$ cat src/rtl/level_speed_ticker_if.sv
// Level-in / movement-strobe bundle between the level counter, ticker and motion logic.
// The master drives level and enable; the slave (the ticker) returns tick and level status.
interface level_speed_ticker_if;
   logic [1:0] level_in;
   logic       enable;
   logic       tick;
   logic [1:0] level_used;
   logic       level_chg;

   modport master (
      output level_in,
      output enable,
      input  tick,
      input  level_used,
      input  level_chg
   );

   modport slave (
      input  level_in,
      input  enable,
      output tick,
      output level_used,
      output level_chg
   );
endinterface

$ cat src/rtl/level_speed_ticker.sv
// Turns the async 2-bit difficulty level into a one-cycle movement tick of period (4-L)*BASE_PERIOD.
// Level reaches level_stable 3 edges after first sample; no backpressure, tick is a free-running strobe.
module level_speed_ticker #(
   parameter int BASE_PERIOD = 500000,
   parameter int CNT_W       = 24
) (
   input logic           clk,
   input logic           reset,
   level_speed_ticker_if.slave bus
);

   localparam logic [CNT_W-1:0] RESET_CNT = CNT_W'(4 * BASE_PERIOD - 1);

   logic [1:0]       s1;
   logic [1:0]       s2;
   logic [1:0]       s3;
   logic [1:0]       level_stable;
   logic [1:0]       level_used;
   logic [CNT_W-1:0] cnt;
   logic             tick;
   logic             level_chg;

   // Reload value for a level: (4 - L) * BASE_PERIOD - 1, evaluated at CNT_W bits.
   function automatic logic [CNT_W-1:0] reload_val(input logic [1:0] lvl);
      logic [CNT_W-1:0] mult;
      mult = CNT_W'(3'd4 - {1'b0, lvl});
      return mult * CNT_W'(BASE_PERIOD) - CNT_W'(1);
   endfunction

   // Two-flop synchronizer plus a history flop; a multi-bit skew sample never
   // repeats on consecutive edges, so requiring s2 == s3 filters it out.
   always_ff @(posedge clk or posedge reset) begin
      if (reset) begin
         s1           <= 2'b00;
         s2           <= 2'b00;
         s3           <= 2'b00;
         level_stable <= 2'b00;
      end else begin
         s1 <= bus.level_in;
         s2 <= s1;
         s3 <= s2;
         if (s2 == s3) begin
            level_stable <= s2;
         end
      end
   end

   always_ff @(posedge clk or posedge reset) begin
      if (reset) begin
         cnt        <= RESET_CNT;
         tick       <= 1'b0;
         level_used <= 2'b00;
         level_chg  <= 1'b0;
      end else if (!bus.enable) begin
         // Idle: keep a full period armed so enabling never yields an early tick.
         tick       <= 1'b0;
         cnt        <= reload_val(level_stable);
         level_used <= level_stable;
         level_chg  <= (level_stable != level_used);
      end else if (cnt == '0) begin
         tick       <= 1'b1;
         cnt        <= reload_val(level_stable);
         level_used <= level_stable;
         level_chg  <= (level_stable != level_used);
      end else begin
         tick      <= 1'b0;
         cnt       <= cnt - CNT_W'(1);
         level_chg <= 1'b0;
      end
   end

   assign bus.tick       = tick;
   assign bus.level_used = level_used;
   assign bus.level_chg  = level_chg;

endmodule
$ cat src/flat_wrapper.sv
// flat-port wrapper written by rule: the top's interface ports become plain ports
module level_speed_ticker_flat 
#(
   parameter int BASE_PERIOD = 500000,
   parameter int CNT_W       = 24
)
  (clk, reset, bus_level_in, bus_enable, bus_tick, bus_level_used, bus_level_chg);
  level_speed_ticker_if bus_i ();
  input logic clk;
  input logic reset;
  input wire logic [$bits(bus_i.level_in)-1:0] bus_level_in;
  input wire logic [$bits(bus_i.enable)-1:0] bus_enable;
  output wire logic [$bits(bus_i.tick)-1:0] bus_tick;
  output wire logic [$bits(bus_i.level_used)-1:0] bus_level_used;
  output wire logic [$bits(bus_i.level_chg)-1:0] bus_level_chg;
  assign bus_i.level_in = bus_level_in;
  assign bus_i.enable = bus_enable;
  assign bus_tick = bus_i.tick;
  assign bus_level_used = bus_i.level_used;
  assign bus_level_chg = bus_i.level_chg;
  level_speed_ticker #(.BASE_PERIOD(BASE_PERIOD), .CNT_W(CNT_W)) u_core (.clk(clk), .reset(reset), .bus(bus_i));
endmodule
$ cat config.mk
export PLATFORM = sky130hd
export DESIGN_NAME = level_speed_ticker_flat
export DESIGN_NICKNAME = d
export VERILOG_FILES = /design/src/rtl/level_speed_ticker_if.sv /design/src/rtl/level_speed_ticker.sv /design/src/flat_wrapper.sv
export SDC_FILE = /design/constraint.sdc
export NUM_CORES = 1
export LEC_CHECK = 0
export ABC_AREA = 1
export BUFFER_PORTS_ARGS = -buffer_cell sky130_fd_sc_hd__buf_2
export CAP_MARGIN = 20
export CORE_ASPECT_RATIO = 1.25
export CORE_MARGIN = 2
export CORE_UTILIZATION = 55
export CTS_CLUSTER_DIAMETER = 30
export DETAILED_ROUTE_END_ITERATION = 8
export GPL_ROUTABILITY_DRIVEN = 0
export PLACE_DENSITY_LB_ADDON = 0.05
export REMOVE_ABC_BUFFERS = 1
export SYNTH_ARGS = -nofsm -noshare
export SYNTH_HDL_FRONTEND = slang
export SYNTH_SLANG_ARGS = --single-unit
$ cat constraint.sdc
create_clock -name clk -period 4.1 [get_ports clk]
set_input_delay 0.205 -clock clk [delete_from_list [all_inputs] [get_ports clk]]
set_output_delay 0.205 -clock clk [all_outputs]
set_load 0.02 [all_outputs]
==> results of run 1 <==
kinds of logic after synthesis:
logic type	share of synthesized area (%)
XOR/XNOR	6.56
AND/OR/NAND/NOR	27.0
adder cells (fa/ha/maj)	16.2
buffers and inverters	6.04
flip-flops	38.2
other	0.156
AO/OA/AOI/OAI	5.88
sequential cells by signal (all words and copies together) (netlist names):
| signal | count |
|---|---|
| u_core.bus.tick | 1 |
| u_core.level_stable | 2 |
| u_core.bus.level_used | 2 |
| u_core.s2 | 2 |
| u_core.s1 | 2 |
| u_core.bus.level_chg | 1 |
| u_core.s3 | 2 |
| u_core.cnt | 24 |
tightest hold or removal path: stages:
cell,delay (ns)
buf_2,0.09
inv_1,0.04
buf_4,0.39
layer usage:
layer	vias to the layer above	global-route usage, %	share of wire, %
met3	7	4.06	3.9
met1	808	28.0	46
met4	0	6.67	1.5
li1	929	-	-
met2	32	34.3	49
met5	-	0	0
metrics by stage:
stage | hold slack [ns] | utilization, % | area, sq um | power (mW)
2_1_floorplan | 0.236 | - | 2370 | 0.845
3_3_place_gp | 0.314 | 60.3 | 2490 | 0.945
3_5_place_dp | 0.315 | 60.3 | 2490 | 0.954
4_1_cts | 0.00881 | 62.5 | 2580 | 1.22
5_1_grt | 0.00686 | 62.7 | 2590 | 1.32
6_report | 0.00447 | 62.7 | 2590 | 1.21
area by class of cell:
type | count | share of cell area (%)
multi-input combinational | 217 | 51.9
inverter | 29 | 4.30
sequential | 36 | 35.4
timing repair buffer | 10 | 2.22
tap | 56 | 2.70
clock buffer | 5 | 2.66
clock inverter | 3 | 0.821
cells in the mapped netlist, drive strengths merged (2+ instances only):
master  count  share of area (%)
xor2       11                4.0
ha         28                 15
inv        29                4.6
nand3      18                4.3
xnor2       7                2.6
dfrtp      23                 24
nor2       45                8.6
nand2      71                 12
dfstp      13                 14
a21oi      11                3.1
nand4       7                1.8
fa          2                1.7
buf         3                1.4
o21ai      12                2.8
power by group:
| part | total [mW] | internal, mW | switching (mW) |
|---|---|---|---|
| registers | 0.505 | 0.438 | 0.0666 |
| clock network | 0.256 | 0.120 | 0.135 |
| logic | 0.447 | 0.179 | 0.268 |
what timing repair did:
| action | CTS | global route |
|---|---|---|
| endpoints found under the setup margin | 0 | 0 |
| hold buffers | 0 | 1 |
| hold endpoints to repair | 0 | 1 |
worst min-delay path by stage:
| stage | start | end | slack (ns) | depth (start not counted) |
|---|---|---|---|---|
| 3_5_place_dp | bus_level_in[0] | u_core.s1[0] | 0.32 | 1 |
| 5_1_grt | bus_level_in[1] | u_core.s1[1] | 0.007 | 1 |
| 6_report | reset | u_core.bus.level_chg | 0.004 | 3 |
| 4_1_cts | reset | u_core.cnt[8] | 0.009 | 3 |
| 2_1_floorplan | bus_level_in[0] | u_core.s1[0] | 0.24 | 0 |
| 3_3_place_gp | bus_level_in[1] | u_core.s1[1] | 0.31 | 1 |
==> out/metrics.yaml, run 1 <==
sta:
  setup_tns_ns: 0
  period_share_pct: 78.1
  fin_skew_ns: 0.00755
  worst_slack_ns: 0.898
  finalSetupViolations: 0
  finalMaxSlewViolations: 0
  hold_violations: 0
  rsz0062_at_grt: "false"
  timing.fmax_ghz: 0.312
  fin_crit_ns: 3.20
die:
  rows: 26
  die_h_um: 77.9
  design.portCount: 9
  core_sq_mm: 0.00413
  dieWidth_um: 63.1
  start_util_pct: 58.2
  die_area_sq_mm: 0.00492
setup_path:
  worstPathMaxFanout: 9
  cp_slowest_cell: "dfrtp_1"
  r2r_start: "u_core.level_stable[0]"
  timing.critical_path.buf_inv: 2
  timing.rr.end: "u_core.cnt[22]"
  critPathKind: "reg2reg"
  cp.depth: 12
  slowest_delay_ns: 0.53
  cp.required_ns: 4.28
  worst_setup_path_end_kind: "register"
  endpoint: "u_core.cnt[22]"
  cp_top_family: "adder cells"
  startpoint: "u_core.level_stable[0]"
  worst_ep_arrival_time_ns: 3.38
  path_cells: "inv_1 > ha_1 > inv_1 > ha_1 > ha_1 > ha_1 > ha_1 > ha_1 > fa_1 > xor2_1 > a21oi_1 > a21oi_2"
  path_common_cell: "ha_1"
  cp-start-kind: "register"
  reg2reg_depth: 12
  rrSetupSlack_ns: 0.90
pwr:
  total_leakage_power_nw: 1.29
  ir_worst_vdd_mv: 0.253
  p_per_area_mw_per_mm2: 466
synth:
  synth_ff_type: "dfrtp_1"
  synthCells: 284
  yosys_warnings: 0
  ys_ff_latch: 36
  yosysSeqAreaShare_pct: 38.2
  ys_types: 27
  netlist_area_sq_mm: 0.00240
  async_reset_ff_share_pct: 100
  postSynthAreaPerCell_sq_um: 8.46
  synth-edff-count: 0
place:
  place_inst: 347
  portBuffers: 8
  dp_slack_ns: 0.889
  dpl.hpwl_um: 3440
detailed_routing:
  remaining_drc_errors: 0
  wl_per_cell_um: 12.5
  antenna_left: 0
  wl_um: 4460
  drt_pass1_iterations: 4
  drtIter0Drc: 71
  vias_per_cell: 4.99
  vias: 1776
clock_network:
  cts_buffer_depth: 2
  cts_sinks: 36
  clkLatencyLatePin_ns: 0.29
  htreeDepth: 2
  postCtsSetupBuffers: 0
  numCtsBuffers: 5
  cts_tree: "built"
  clk_pin_slew_ns: 0.08
  ctsResizeCount: 0
  clock-root-buffer: "clkbuf_8"
global_route:
  grt_pass1_vias: 1725
  grt_util_all_layers_pct: 21.0
  grt_pass1_wl_um: 8020
  antenna_found_initial: 0
  grt_max_degree: 37
  overflow: 0
cells_and_area:
  layout_commonest_cell: "nand2_1"
  multi_input_area_sq_mm: 0.00135
  drive_gt1_share_pct: 16.7
  final_cell_mix: "69 x nand2_1, 36 x nor2_1, 28 x inv_1, 28 x ha_1, 23 x dfrtp_1"
  diodes: 0
  stdcell_count: 356
  seq_area_sq_um: 917
  fillCellCount: 390
  fin_nets: 334
  area_growth_pct: 7.81
flow_run:
  maxCapViolCount: 0
worst_hold_path:
  hp-class: "in2async"
outcome:
  status: "finished, final reports clean"
No activity file was read; power rests on OpenSTA's default activity.
==> run 2, diff against run 1 <==
==> constraint.sdc (replaced) <==
create_clock -name clk -period 2.75 [get_ports clk]
set_input_delay 0.1375 -clock clk [delete_from_list [all_inputs] [get_ports clk]]
set_output_delay 0.1375 -clock clk [all_outputs]
set_load 0.02 [all_outputs]
==> run 2 against run 1 <==
Net effect:
- the run now ends with negative setup slack left
- via count is 8.1% higher
- count of clock-buffer cells in the layout is 2 higher
- sequential share of layout area is 4.6 points lower
- global-route usage is 1.1 points higher
- routed wire length is 14% higher
- total power is 81% higher
- worst setup slack worse by 0.90 ns
- largest cell class unchanged
- highest routed layer unchanged
==> out/metrics.yaml, run 2 (synthesized netlist as in run 1, its figures left out) <==
clock_network:
  clock-root-buffer: "clkbuf_8"
  clkLatencyLatePin_ns: 0.29
  cts_sinks: 36
  cts_tree: "built"
  htreeDepth: 2
  cts_buffer_depth: 2
  numCtsBuffers: 5
  clk_pin_slew_ns: 0.07
global_route:
  grt_util_all_layers_pct: 22.1
  grt_pass1_wl_um: 8380
  met1_usage_pct: 27.3
  antenna_found_initial: 0
  use_met3_pct: 3.77
  overflow: 0
  grt_max_degree: 37
  grt.busiest_layer: "met2"
  globalRouteMet2Util_pct: 39.0
  grt_pass1_vias: 1881
pwr:
  total_leakage_power_nw: 1.39
  p_per_area_mw_per_mm2: 734
  ir_worst_vdd_mv: 0.539
cells_and_area:
  drive_gt1_share_pct: 30.7
  largest_register_ffs: 24
  regMostFlops: "u_core.cnt"
  diodes: 0
  fin_nets: 357
  stdcell_count: 379
  multi_input_area_sq_mm: 0.00155
  seq_area_sq_um: 918
  final_util_pct: 72.1
  area_growth_pct: 23.9
  layout_commonest_cell: "nand2_1"
  fillCellCount: 315
  final_area_sq_mm: 0.00298
  final_cell_mix: "67 x nand2_1, 36 x nor2_1, 23 x inv_1, 22 x dfrtp_1, 20 x buf_4"
worst_hold_path:
  worstHoldEndpoint: "u_core.bus.tick"
  holdPathStages: 3
  hp-class: "in2reg"
  min_from: "bus_enable"
setup_path:
  worst_ep_arrival_time_ns: 2.93
  path_common_cell: "ha_4"
  worst_setup_path_end_kind: "register"
  path_cells: "buf_6 > ha_4 > xnor2_2 > ha_1 > ha_4 > ha_4 > ha_4 > ha_4 > fa_2 > xor2_1 > a21oi_2 > a21oi_2"
  reg2reg_depth: 12
  slowest_delay_ns: 0.42
  worstPathMaxFanout: 3
  cp.required_ns: 2.92
  cp-start-kind: "register"
  startpoint: "u_core.level_stable[1]"
  critPathKind: "reg2reg"
  cp_top_family: "adder cells"
  r2r_start: "u_core.level_stable[1]"
  timing.critical_path.buf_inv: 1
  rrSetupSlack_ns: -0.003
  timing.rr.end: "u_core.cnt[22]"
  cp_slowest_cell: "dfrtp_1"
detailed_routing:
  drt_pass1_iterations: 4
  vias_per_cell: 5.07
  vias: 1920
  wl_per_cell_um: 13.4
  drtIter0Drc: 103
  wl_um: 5090
  antenna_left: 0
  remaining_drc_errors: 0
place:
  place_area_sq_mm: 0.00260
  place_inst: 362
  dp_slack_ns: -0.294
  portBuffers: 8
  dpl.hpwl_um: 3600
outcome:
  status: "finished, violations left"
  violations: "negative setup slack"
flow_run:
  maxCapViolCount: 0
die:
  rows: 26
  die_h_um: 77.9
  dieWidth_um: 63.1
  core_sq_mm: 0.00413
  start_util_pct: 58.2
  die_area_sq_mm: 0.00492
  design.portCount: 9
sta:
  rsz0062_at_grt: "true"
  setup_tns_ns: -0.00338
  period_share_pct: 100
  fin_skew_ns: 0.00792
  timing.fmax_ghz: 0.363
  fin_crit_ns: 2.75
  finalSetupViolations: 1
  finalMaxSlewViolations: 0
  worst_slack_ns: -0.00338
  hold_violations: 0
-- run 2: changes by cell type in the layout (fill, tap and decap cells not counted), moves of 2 or more --
cell / change
inv_1: -5
clkbuf_1: +2
ha_2: +4
ha_4: +13
dlygate4sd3_1: +2
buf_4: +19
buf_6: +2
nand2_2: +2
ha_1: -17
nand2_1: -2
inv_2: +4
-- run 2: worst max-delay path by stage --
stage | to | slack (ns) | cells after the start
after floorplan | u_core.cnt[22] | -0.27 | 12
after global placement | u_core.cnt[22] | -0.20 | 12
after detailed placement | u_core.cnt[22] | -0.29 | 12
after CTS | u_core.cnt[22] | -0.05 | 12
after global routing | u_core.cnt[22] | -0.08 | 13
final | u_core.cnt[22] | -0.003 | 12
-- run 2: report_power, final --
part / leakage (nW) / internal [mW] / switching (mW)
combinational: 0.919 / 0.524 / 0.543
sequential: 0.423 / 0.655 / 0.0969
clock: 0.0424 / 0.181 / 0.188
total: 1.39 / 1.36 / 0.828
-- run 2: area by class of cell --
cell class / count / share of cell area [%]
clock buffers: 7 / 2.56
clock inverters: 1 / 0.294
inverters: 29 / 3.82
multi-input cells: 217 / 52.0
flip-flops and latches: 36 / 30.8
well taps: 56 / 2.35
repair buffers: 33 / 8.15
-- run 2: stage by stage --
stage	hold WS [ns]	total power [mW]
after detailed placement	0.247	1.51
after floorplan	0.169	1.26
after global routing	0.147	2.34
after global placement	0.246	1.48
final	0.135	2.19
after CTS	0.125	1.99
-- run 2: tightest hold or removal path: stages --
cell and delay (ns):
buf_2 0.15, inv_1 0.06, nor2_1 0.04
-- run 2: layer usage --
layer | vias up | share of wire, %
li1 | 981 | -
met1 | 900 | 43
met2 | 33 | 52
met3 | 6 | 3.3
met4 | 0 | 1.5
met5 | - | 0
-- run 2: repair_timing --
| item | CTS | global route |
|---|---|---|
| resized for setup | 17 | 20 |
| setup buffers | 4 | 2 |
| endpoints found under the setup margin | 3 | 3 |
| pin swaps | 12 | 5 |
| hold endpoints to repair | 25 | 0 |
| hold buffers | 3 | 0 |
==> run 3, diff against run 2 <==
--- a/config.mk
+++ b/config.mk
@@ -5,9 +5,7 @@
 export SDC_FILE = /design/constraint.sdc
 export NUM_CORES = 1
 export LEC_CHECK = 0
-export ABC_AREA = 1
 export BUFFER_PORTS_ARGS = -buffer_cell sky130_fd_sc_hd__buf_2
-export CAP_MARGIN = 20
 export CORE_ASPECT_RATIO = 1.25
 export CORE_MARGIN = 2
 export CORE_UTILIZATION = 55
==> run 3 against run 2 <==
Net effect:
- the run still ends with negative setup slack left
- die area fell by 7.1%
- count of clock-buffer cells in the layout down 1
- sequential share of layout area increased by 2.6 points
- sequential power shrank 2%
- global-route usage increased by 0.76 points
- total power decreased by 11%
- combinational power fell by 24%
- register-to-register slack about the same
- core utilization fell by 0.17 points
- synthesized cell count fell by 26%
- routed wire length fell by 9.5%
==> out/metrics.yaml, run 3 <==
outcome:
  status: "finished, violations left"
  violations: "negative setup slack"
cells_and_area:
  final_cell_mix: "22 x dfrtp_1, 21 x xnor2_1, 20 x nand2_1, 16 x nor2_1, 15 x buf_4"
  regMostFlops: "u_core.cnt"
  stdcell_count: 297
  diodes: 0
  fin_nets: 277
  largest_register_ffs: 24
  drive_gt1_share_pct: 34.2
  area_growth_pct: 23.5
  layout_commonest_cell: "dfrtp_1"
worst_hold_path:
  hp-class: "in2reg"
  holdPathStages: 3
synth:
  postSynthAreaPerCell_sq_um: 10.5
  synthTopCellsByCount: "28 x ha_1, 23 x dfrtp_1, 22 x nand2_1, 22 x xnor2_1, 16 x nor2_1"
  synth_ff_type: "dfrtp_1"
  synth_top_area_cell: "dfrtp_1"
  synth_top_area_share_pct: 25.9
  yosysSeqAreaShare_pct: 41.3
  netlist_area_sq_mm: 0.00222
  synth_area_leaders: "dfrtp_1 26%, ha_1 16%, dfstp_2 15%"
  synth-edff-count: 0
  ys_types: 36
  yosys_warnings: 0
  synthCells: 211
  async_reset_ff_share_pct: 100
  ys_ff_latch: 36
  yosysMostFrequentCell: "ha_1"
sta:
  worst_pin_slew_ns: 0.675
  worst_slack_ns: -0.0169
  timing.fmax_ghz: 0.361
  finalMaxSlewViolations: 0
  finalSetupViolations: 2
  period_share_pct: 101
  fin_skew_ns: 0.00505
  rsz0062_at_grt: "true"
  fin_crit_ns: 2.77
  slew-limit-headroom_pct: 55.0
  fin_hold_ws_ns: 0.112
  hold_violations: 0
die:
  dieWidth_um: 60.9
  design.portCount: 9
  die_h_um: 75.1
  die_area_sq_mm: 0.00457
  start_util_pct: 58.2
  core_sq_mm: 0.00382
  rows: 25
place:
  portBuffers: 8
  place_inst: 284
  dpl.hpwl_um: 3210
detailed_routing:
  vias_per_cell: 5.45
  vias: 1618
  drt_pass1_iterations: 4
  route.met2.wl_um: 2420
  wl_um: 4610
  remaining_drc_errors: 0
  antenna_left: 0
  wl_met1_um: 1940
  drtIter0Drc: 88
  met3_length_um: 104
  wl_per_cell_um: 15.5
  routed.top_layer: "met4"
pwr:
  p_sw_uw: 666
  seqPwrFrac_pct: 38.1
  total_leakage_power_nw: 1.17
  clkPwrFrac_pct: 20.1
  p_int_mw: 1.27
  p_per_area_mw_per_mm2: 706
  switching_share_pct: 34.4
  comb_power_share_pct: 41.8
  ir_worst_vdd_mv: 0.427
setup_path:
  critPathKind: "reg2reg"
  cp_slowest_cell: "fa_2"
  path_cells: "buf_6 > ha_2 > xnor2_1 > ha_1 > ha_4 > ha_4 > ha_4 > ha_4 > fa_2 > nand2_2 > o21ai_2"
  cp.depth: 11
  cp_top_family: "adder cells"
  worstPathMaxFanout: 3
  cp.required_ns: 2.97
  worst_setup_path_end_kind: "register"
  slowest_delay_ns: 0.54
  cp-start-kind: "register"
  worst_ep_arrival_time_ns: 2.99
  reg2reg_depth: 11
  timing.critical_path.buf_inv: 1
  path_common_cell: "ha_4"
clock_network:
  clkLatencyLatePin_ns: 0.29
  clk_pin_slew_ns: 0.07
  cts_sinks: 36
  htreeDepth: 2
  clock-root-buffer: "clkbuf_8"
  numCtsBuffers: 5
  cts_buffer_depth: 2
  cts_tree: "built"
global_route:
  grt_max_degree: 37
  antenna_found_initial: 0
  grt_pass1_wl_um: 7540
  grt_util_all_layers_pct: 22.9
  overflow: 0
  grt_pass1_vias: 1702
flow_run:
  maxCapViolCount: 0
[run 3: changes by cell type in the layout (fill, tap and decap cells not counted), moves of 6 or more]
cell,delta
nor2_1,-20
nor3_1,+6
inv_1,-17
xnor2_1,+15
nor2_2,-6
nand2_1,-47
nand3_1,-12
nor4_1,+6
[run 3: worst register-to-register path: cells and delay by family (launching register included)]
kind / cells / cell delay (ns)
adders and majority gates: 7 / 1.88
AOI/OAI and AO/OA: 1 / 0.06
buffers and inverters: 1 / 0.14
DFF: 1 / 0.44
xor gates and xnor gates: 1 / 0.13
and+or+nand+nor: 1 / 0.06
[run 3: logic make-up (layout without fill, tap and decap cells)]
group                      Yosys count  count (layout)  share of synthesized area [%]
AOI/OAI and AO/OA                   27              27                           7.49
xor gates and xnor gates            28              28                           11.0
adders and majority gates           30              30                           17.6
buffers and inverters               14              45                           3.55
DFF                                 36              36                           41.3
muxes                                1               1                          0.450
other                                1               2                          0.169
and+or+nand+nor                     74              74                           18.5
[run 3: worst paths after layout]
kind,from,endpoint,slack (ns)
setup / recovery,u_core.level_stable[1],u_core.cnt[21],-0.02
hold / removal,bus_enable,u_core.bus.tick,0.11
setup reg to reg,u_core.level_stable[1],u_core.cnt[21],-0.02
hold reg to reg,u_core.s1[0],u_core.s2[0],0.36
max in group asynchronous,reset,u_core.cnt[20],1.91
min in group asynchronous,reset,u_core.bus.level_used[0],0.48
[run 3: layout make-up]
class	instances	area, sq um
multi-input cells	162	1420
flip-flops and latches	36	918
clock inverters	2	10.0
clock buffers	6	82.6
fillers	287	1070
well taps	54	67.6
repair buffers	28	205
inverters	9	38.8
[run 3: power groups by stage]
stage | combinational [mW] | clock, mW | sequential [mW]
6_report | 0.810 | 0.389 | 0.739
5_1_grt | 0.896 | 0.416 | 0.752
4_1_cts | 0.766 | 0.397 | 0.734
3_5_place_dp | 0.557 | 0 | 0.743
3_3_place_gp | 0.521 | 0 | 0.735
2_1_floorplan | 0.357 | 0 | 0.738
[run 3: per-layer routing]
metal	up-vias	track usage (%)
li1	776	-
met1	804	27.9
met2	24	39.3
met3	14	3.26
met4	0	10.9
met5	-	0
[run 3: repair_timing]
item	4_1_cts	5_1_grt
gates resized for setup	30	8
hold buffers	3	0
pin swaps	9	7
buffers inserted	2	0
gates cloned	0	0
setup endpoints to repair	3	3
endpoints found under the hold margin	25	0
[run 3: through the flow]
stage / cell area [sq um] / TNS (ns) / util (%) / worst slack, ns / power (mW)
floorplan: 2180 / -0.678 / - / -0.282 / 1.09
global placement: 2400 / -0.413 / 62.9 / -0.155 / 1.26
detailed placement: 2400 / -0.989 / 62.9 / -0.352 / 1.30
CTS: 2720 / 0 / 71.2 / 0.00321 / 1.90
global route: 2750 / -0.263 / 71.9 / -0.0990 / 2.06
finish: 2750 / -0.0243 / 71.9 / -0.0169 / 1.94
